### config.mk
export PLATFORM = sky130hd
export DESIGN_NAME = lm_sm_sequencer
export DESIGN_NICKNAME = d
export VERILOG_FILES = /design/src/rtl/lm_sm_sequencer.sv
export SDC_FILE = /design/constraint.sdc
export NUM_CORES = 1
export LEC_CHECK = 0
export CORE_ASPECT_RATIO = 0.5
export CORE_MARGIN = 2
export CORE_UTILIZATION = 48
export CTS_CLUSTER_SIZE = 40
export DETAILED_ROUTE_END_ITERATION = 6
export PLACE_DENSITY = 0.78
export SYNTH_ARGS = -nofsm -noshare
export SYNTH_HDL_FRONTEND = slang
export SYNTH_SLANG_ARGS = --single-unit
### constraint.sdc
create_clock -name clk -period 2.7 [get_ports clk]
set_clock_uncertainty 0.1 [all_clocks]
set_input_delay 0.54 -clock clk [delete_from_list [all_inputs] [get_ports clk]]
set_output_delay 0.54 -clock clk [all_outputs]
set_load 0.02 [all_outputs]
### src/rtl/lm_sm_sequencer.sv
// Decode-stage micro-sequencer: expands LM/SM register masks into one
// single-register transfer micro-op per set bit, stalling fetch until done.
module lm_sm_sequencer #(
  parameter logic [3:0] LM = 4'b0110,
  parameter logic [3:0] SM = 4'b0111
) (
  input  logic        clk,
  input  logic        reset,
  input  logic [15:0] pr1_IR,
  input  logic        in_valid,
  input  logic        hold,
  input  logic        flush,
  output logic [15:0] uop_IR,
  output logic        uop_valid,
  output logic        seq_stall,
  output logic        busy
);

  typedef enum logic {IDLE, ISSUE} state_e;

  state_e     state_q, state_d;
  logic [7:0] remMask_q, remMask_d;
  logic [2:0] offset_q, offset_d;
  logic [3:0] op_q, op_d;
  logic [2:0] ra_q, ra_d;

  logic [7:0] srcMask;
  logic [7:0] restMask;
  logic [3:0] srcOp;
  logic [2:0] srcRa;
  logic [2:0] srcOff;
  logic [2:0] lowIdx;
  logic       isMulti;
  logic       seqActive;

  // In ISSUE the latched copy is the source; in IDLE the live IF/ID word is.
  always_comb begin
    isMulti   = (pr1_IR[15:12] == LM) || (pr1_IR[15:12] == SM);
    seqActive = (state_q == ISSUE) || (in_valid && isMulti);
    if (state_q == ISSUE) begin
      srcMask = remMask_q;
      srcOp   = op_q;
      srcRa   = ra_q;
      srcOff  = offset_q;
    end else begin
      srcMask = pr1_IR[7:0];
      srcOp   = pr1_IR[15:12];
      srcRa   = pr1_IR[11:9];
      srcOff  = 3'd0;
    end
    lowIdx = 3'd0;
    for (int i = 7; i >= 0; i--) begin
      if (srcMask[i]) lowIdx = 3'(i);
    end
    restMask = srcMask & ~(8'b1 << lowIdx);
  end

  always_comb begin
    uop_IR    = pr1_IR;
    uop_valid = in_valid;
    seq_stall = 1'b0;
    if (seqActive) begin
      uop_IR    = {srcOp, srcRa, lowIdx, srcOff, 3'b000};
      uop_valid = |srcMask;
      seq_stall = |restMask;
    end
    // A redirect kills whatever is in decode, even mid-sequence.
    if (flush) begin
      uop_valid = 1'b0;
      seq_stall = 1'b0;
    end
  end

  assign busy = (state_q == ISSUE);

  always_comb begin
    state_d   = state_q;
    remMask_d = remMask_q;
    offset_d  = offset_q;
    op_d      = op_q;
    ra_d      = ra_q;
    if (flush) begin
      state_d   = IDLE;
      remMask_d = 8'd0;
      offset_d  = 3'd0;
      op_d      = 4'd0;
      ra_d      = 3'd0;
    end else if (!hold) begin
      if (seqActive && (|restMask)) begin
        state_d   = ISSUE;
        remMask_d = restMask;
        offset_d  = srcOff + 3'd1;
        op_d      = srcOp;
        ra_d      = srcRa;
      end else if (seqActive) begin
        state_d   = IDLE;
        remMask_d = 8'd0;
        offset_d  = 3'd0;
        op_d      = 4'd0;
        ra_d      = 3'd0;
      end
    end
  end

  always_ff @(posedge clk) begin
    if (reset) begin
      state_q   <= IDLE;
      remMask_q <= 8'd0;
      offset_q  <= 3'd0;
      op_q      <= 4'd0;
      ra_q      <= 3'd0;
    end else begin
      state_q   <= state_d;
      remMask_q <= remMask_d;
      offset_q  <= offset_d;
      op_q      <= op_d;
      ra_q      <= ra_d;
    end
  end

endmodule

==> impl_metrics.py <==
metrics = {
    "status": {
        "outcome": "finished, violations left",
        "failed_checks": "negative setup slack",
    },
    "detailed_routing": {
        "detailedRoute.firstPassIterationCount": 5,
        "drt_drc_violations_left": 0,
        "first_drt_iteration_drcs": 227,
        "viasPerCell": 6.57,
        "wl_met2_um": 2760,
        "route.top_layer_used": "met4",
        "route.final.wire_length_um": 6080,
        "final_antenna_net_count": 0,
        "dr_total_vias": 1970,
        "wl_per_cell_um": 20.3,
        "met3WireLength_um": 566,
        "route.layer.met1.wl_um": 2400,
    },
    "logic_synthesis": {
        "top_area_cells_in_the_synthesized_netlist": "dfxtp_1, mux2_2, nand2_1",
        "ys_async_sr_fraction": 0,
        "synth-compound-area-share": 0.318,
        "post_synthesis_adder_cell_area_fraction": 0.00850,
        "yosysSeqAreaShare": 0.259,
        "synth_top_family_by_area": "compound AO/OA/AOI/OAI gates",
        "postSynth.topFlopCell": "dfxtp_1",
        "synth.largest_area_cell": "dfxtp_1",
        "yosysWarningCount": 0,
        "synthMuxAreaShare": 0.118,
        "synth_edf_count": 0,
        "cell_area_synth_sq_mm": 0.00147,
        "postSynthNetCount": 198,
        "post_synth_num_cell_types": 48,
        "yosys.area.top_type_share": 0.259,
        "synthSimpleGateAreaFrac": 0.259,
        "synthesis.area_per_instance_sq_um": 8.36,
        "xor_xnor_share_of_the_synthesized_area": 0,
        "postSynthCellCount": 176,
        "postSynthRegisterBits": 19,
    },
    "global_routing": {
        "gr-total-overflow": 0,
        "number_of_antenna_violations_at_the_first_check_in_global_routing": 0,
        "grt_pass1_vias": 1802,
        "wire_length_of_the_first_global_routing_pass_um": 8760,
        "grt_start_max_net_pins": 16,
        "globalRouteTotalUtil": 0.334,
    },
    "placement": {
        "routabilityCongestion": 0.987,
        "place.detailed.hpwl_um": 3660,
        "numPortBuffers": 39,
        "dp_slack_ps": -858,
    },
    "setup_path": {
        "critPathTopFamily": "compound AO/OA/AOI/OAI gates",
        "critical-path-top-cell-by-count": "buf_6",
        "cp_num_buf_inv": 2,
        "path_max_fanout": 6,
        "critical_path.slowest_cell": "dfxtp_4",
        "cp-start-kind": "flip-flop",
        "worstSetupEndpointType": "primary output",
        "critical_path_cell_list": "buf_6, nor3_4, o221ai_4, a2111oi_4, o21ai_2, nor2_4, a211oi_4, buf_6",
        "crit_required_ps": 2060,
        "category_of_the_critical_setup_timing_path": "flip-flop to primary output",
        "timing.critical_path.slowest_cell_delay_ps": 410,
        "worstPathArrival_ps": 2190,
    },
    "finish": {
        "post_route_cells_drive_above_1_share": 0.396,
        "n_antenna_cell": 0,
        "area.growth.synth_to_final_pct": 69.6,
        "layout.nets": 283,
        "num-fill-cells": 171,
    },
    "die": {
        "design.die.area_sq_mm": 0.00355,
        "die_w_um": 82.3,
        "start_util": 0.497,
        "vertical_die_dimension_um": 43.2,
        "floorplan.core_area_sq_mm": 0.00296,
        "design.portCount": 40,
        "fp-row-count": 14,
    },
    "cts": {
        "ctsHtreeMaxLevel": 1,
        "clkSlewWorstSetupHoldPaths_ps": 80,
        "cts.path.max_buffers": 2,
        "worstSkewPairLatency_ps": 270,
        "cts_tree": "built",
        "number_of_buffers_created_by_cts": 3,
        "post_cts_hold_buffer_count": 0,
        "clock-root-buffer": "clkbuf_8",
        "numClockSinks": 19,
    },
    "timing": {
        "final-max-slew-violation-count": 0,
        "finalSetupViolCount": 3,
        "clock.fmax_mhz": 354,
        "slew-limit-headroom": 0.655,
        "final_critical_path_setup_slack_ps": -126,
        "grt_setup_unrepaired": "yes",
        "timing_worst_slew_pin_value_ps": 516,
        "final.period_utilization": 1.05,
        "final_hold_viol_count": 0,
        "finalCriticalPeriod_ps": 2830,
    },
    "flow_run": {
        "max-cap-violations": 0,
    },
    "pwr": {
        "leakage_power_of_the_design_nw": 1.03,
        "power_per_cell_area_mw_per_mm2": 299,
        "irDropWorstVdd_v": 0.000193,
        "post-layout-total-power_uw": 746,
    },
    "min_path": {
        "hold_path_class": "flip-flop to flip-flop",
    },
}
Yosys cell counts, drive strengths merged (3+ instances only):
cell	number
nand2	22
dfxtp	19
o21ai	16
nor2	15
a21oi	9
a32oi	9
and3	9
mux2	9
mux2i	6
and2	5
buf	5
nor3	5
o31ai	4
clkbuf	3
nor2b	3
nor3b	3
or2	3
path summary, 6_finish.rpt:
path	start	endpoint	slack, ps	cells past startpoint
max	busy	seq_stall	-130	8
min	op_q[0]	op_q[0]	370	2
min reg2reg	op_q[0]	op_q[0]	370	2
max reg2reg	busy	ra_q[2]	410	9
metal layers:
layer | vias to the layer above | global-route usage
met4 | 0 | 0.153
met5 | - | 0
met3 | 53 | 0.0723
met2 | 157 | 0.553
li1 | 848 | -
met1 | 912 | 0.414
where the power goes:
group	internal, mW	switching [mW]	total [mW]
clock	0.105	0.119	0.224
sequential	0.281	0.00247	0.283
combinational	0.114	0.125	0.238
total	0.499	0.246	0.746
registers in the layout, indices dropped and copies added (netlist names):
name	flops
busy	1
offset_q	3
op_q	4
ra_q	3
remMask_q	8
kinds of logic after synthesis:
logic type               after synthesis
multiplexers                          15
adder cells (fa/ha/maj)                1
flip-flops                            19
AND/OR/NAND/NOR                       71
AO/OA/AOI/OAI                         60
buffers and inverters                 10
what timing repair did:
item / in CTS / in global routing
cloned: 0 / 1
buffers inserted: 2 / 2
setup endpoints to repair: 11 / 9
pin swaps: 6 / 8
resized for setup: 62 / 25
through the flow:
step | instance area (sq um) | TNS (ps) | std cells | utilization | hold slack [ps]
after floorplan | 1480 | 0 | 176 | - | 325
after global placement | 2220 | -3750 | 291 | 0.749 | 341
after detailed placement | 2220 | -4600 | 291 | 0.749 | 350
after CTS | 2400 | -67.0 | 297 | 0.811 | 371
after global routing | 2500 | -504 | 300 | 0.843 | 391
final | 2500 | -157 | 300 | 0.843 | 369
cell type report:
cell class              instances  area (sq um)  area share
multi-input cells             147          1220       0.488
clock inverters                 1          7.51     0.00301
flip-flops and latches         19           384       0.154
repair buffers                 88           785       0.314
inverters                       2          10.0     0.00401
clock buffers                   3          41.3      0.0165
well taps                      40          50.0      0.0201
worst register-to-register path, delay by kind of cell (launching register included):
| kind | cells | cell delay [ps] |
|---|---|---|
| flops | 1 | 410 |
| buf+inv | 3 | 450 |
| compound gates | 4 | 900 |
| simple gates | 2 | 340 |
placed cells by master (no fill, tap or decap), drive strengths merged, types with 2 or more instances in the layout:
cell / synthesis / routed
nor2b: 3 / 3
a21o: 2 / 2
nor2: 15 / 15
o21ai: 16 / 16
or2: 3 / 3
nor3: 5 / 5
a211oi: 2 / 2
inv: 2 / 2
o31ai: 4 / 4
clkdlybuf4s15: 0 / 5
mux2i: 6 / 6
or3: 2 / 2
a32oi: 9 / 9
a22oi: 2 / 2
o311a: 2 / 2
buf: 5 / 51
clkbuf: 3 / 8
a21oi: 9 / 9
a311oi: 2 / 2
dfxtp: 19 / 19
and3: 9 / 9
nand2: 22 / 22
nand3: 2 / 2
mux2: 9 / 9
nor3b: 3 / 3
dlygate4sd2: 0 / 7
clkdlybuf4s50: 0 / 19
and2: 5 / 5
nor4: 2 / 2
a211o: 2 / 2
Note: power is estimated with default switching activity, not from simulation.
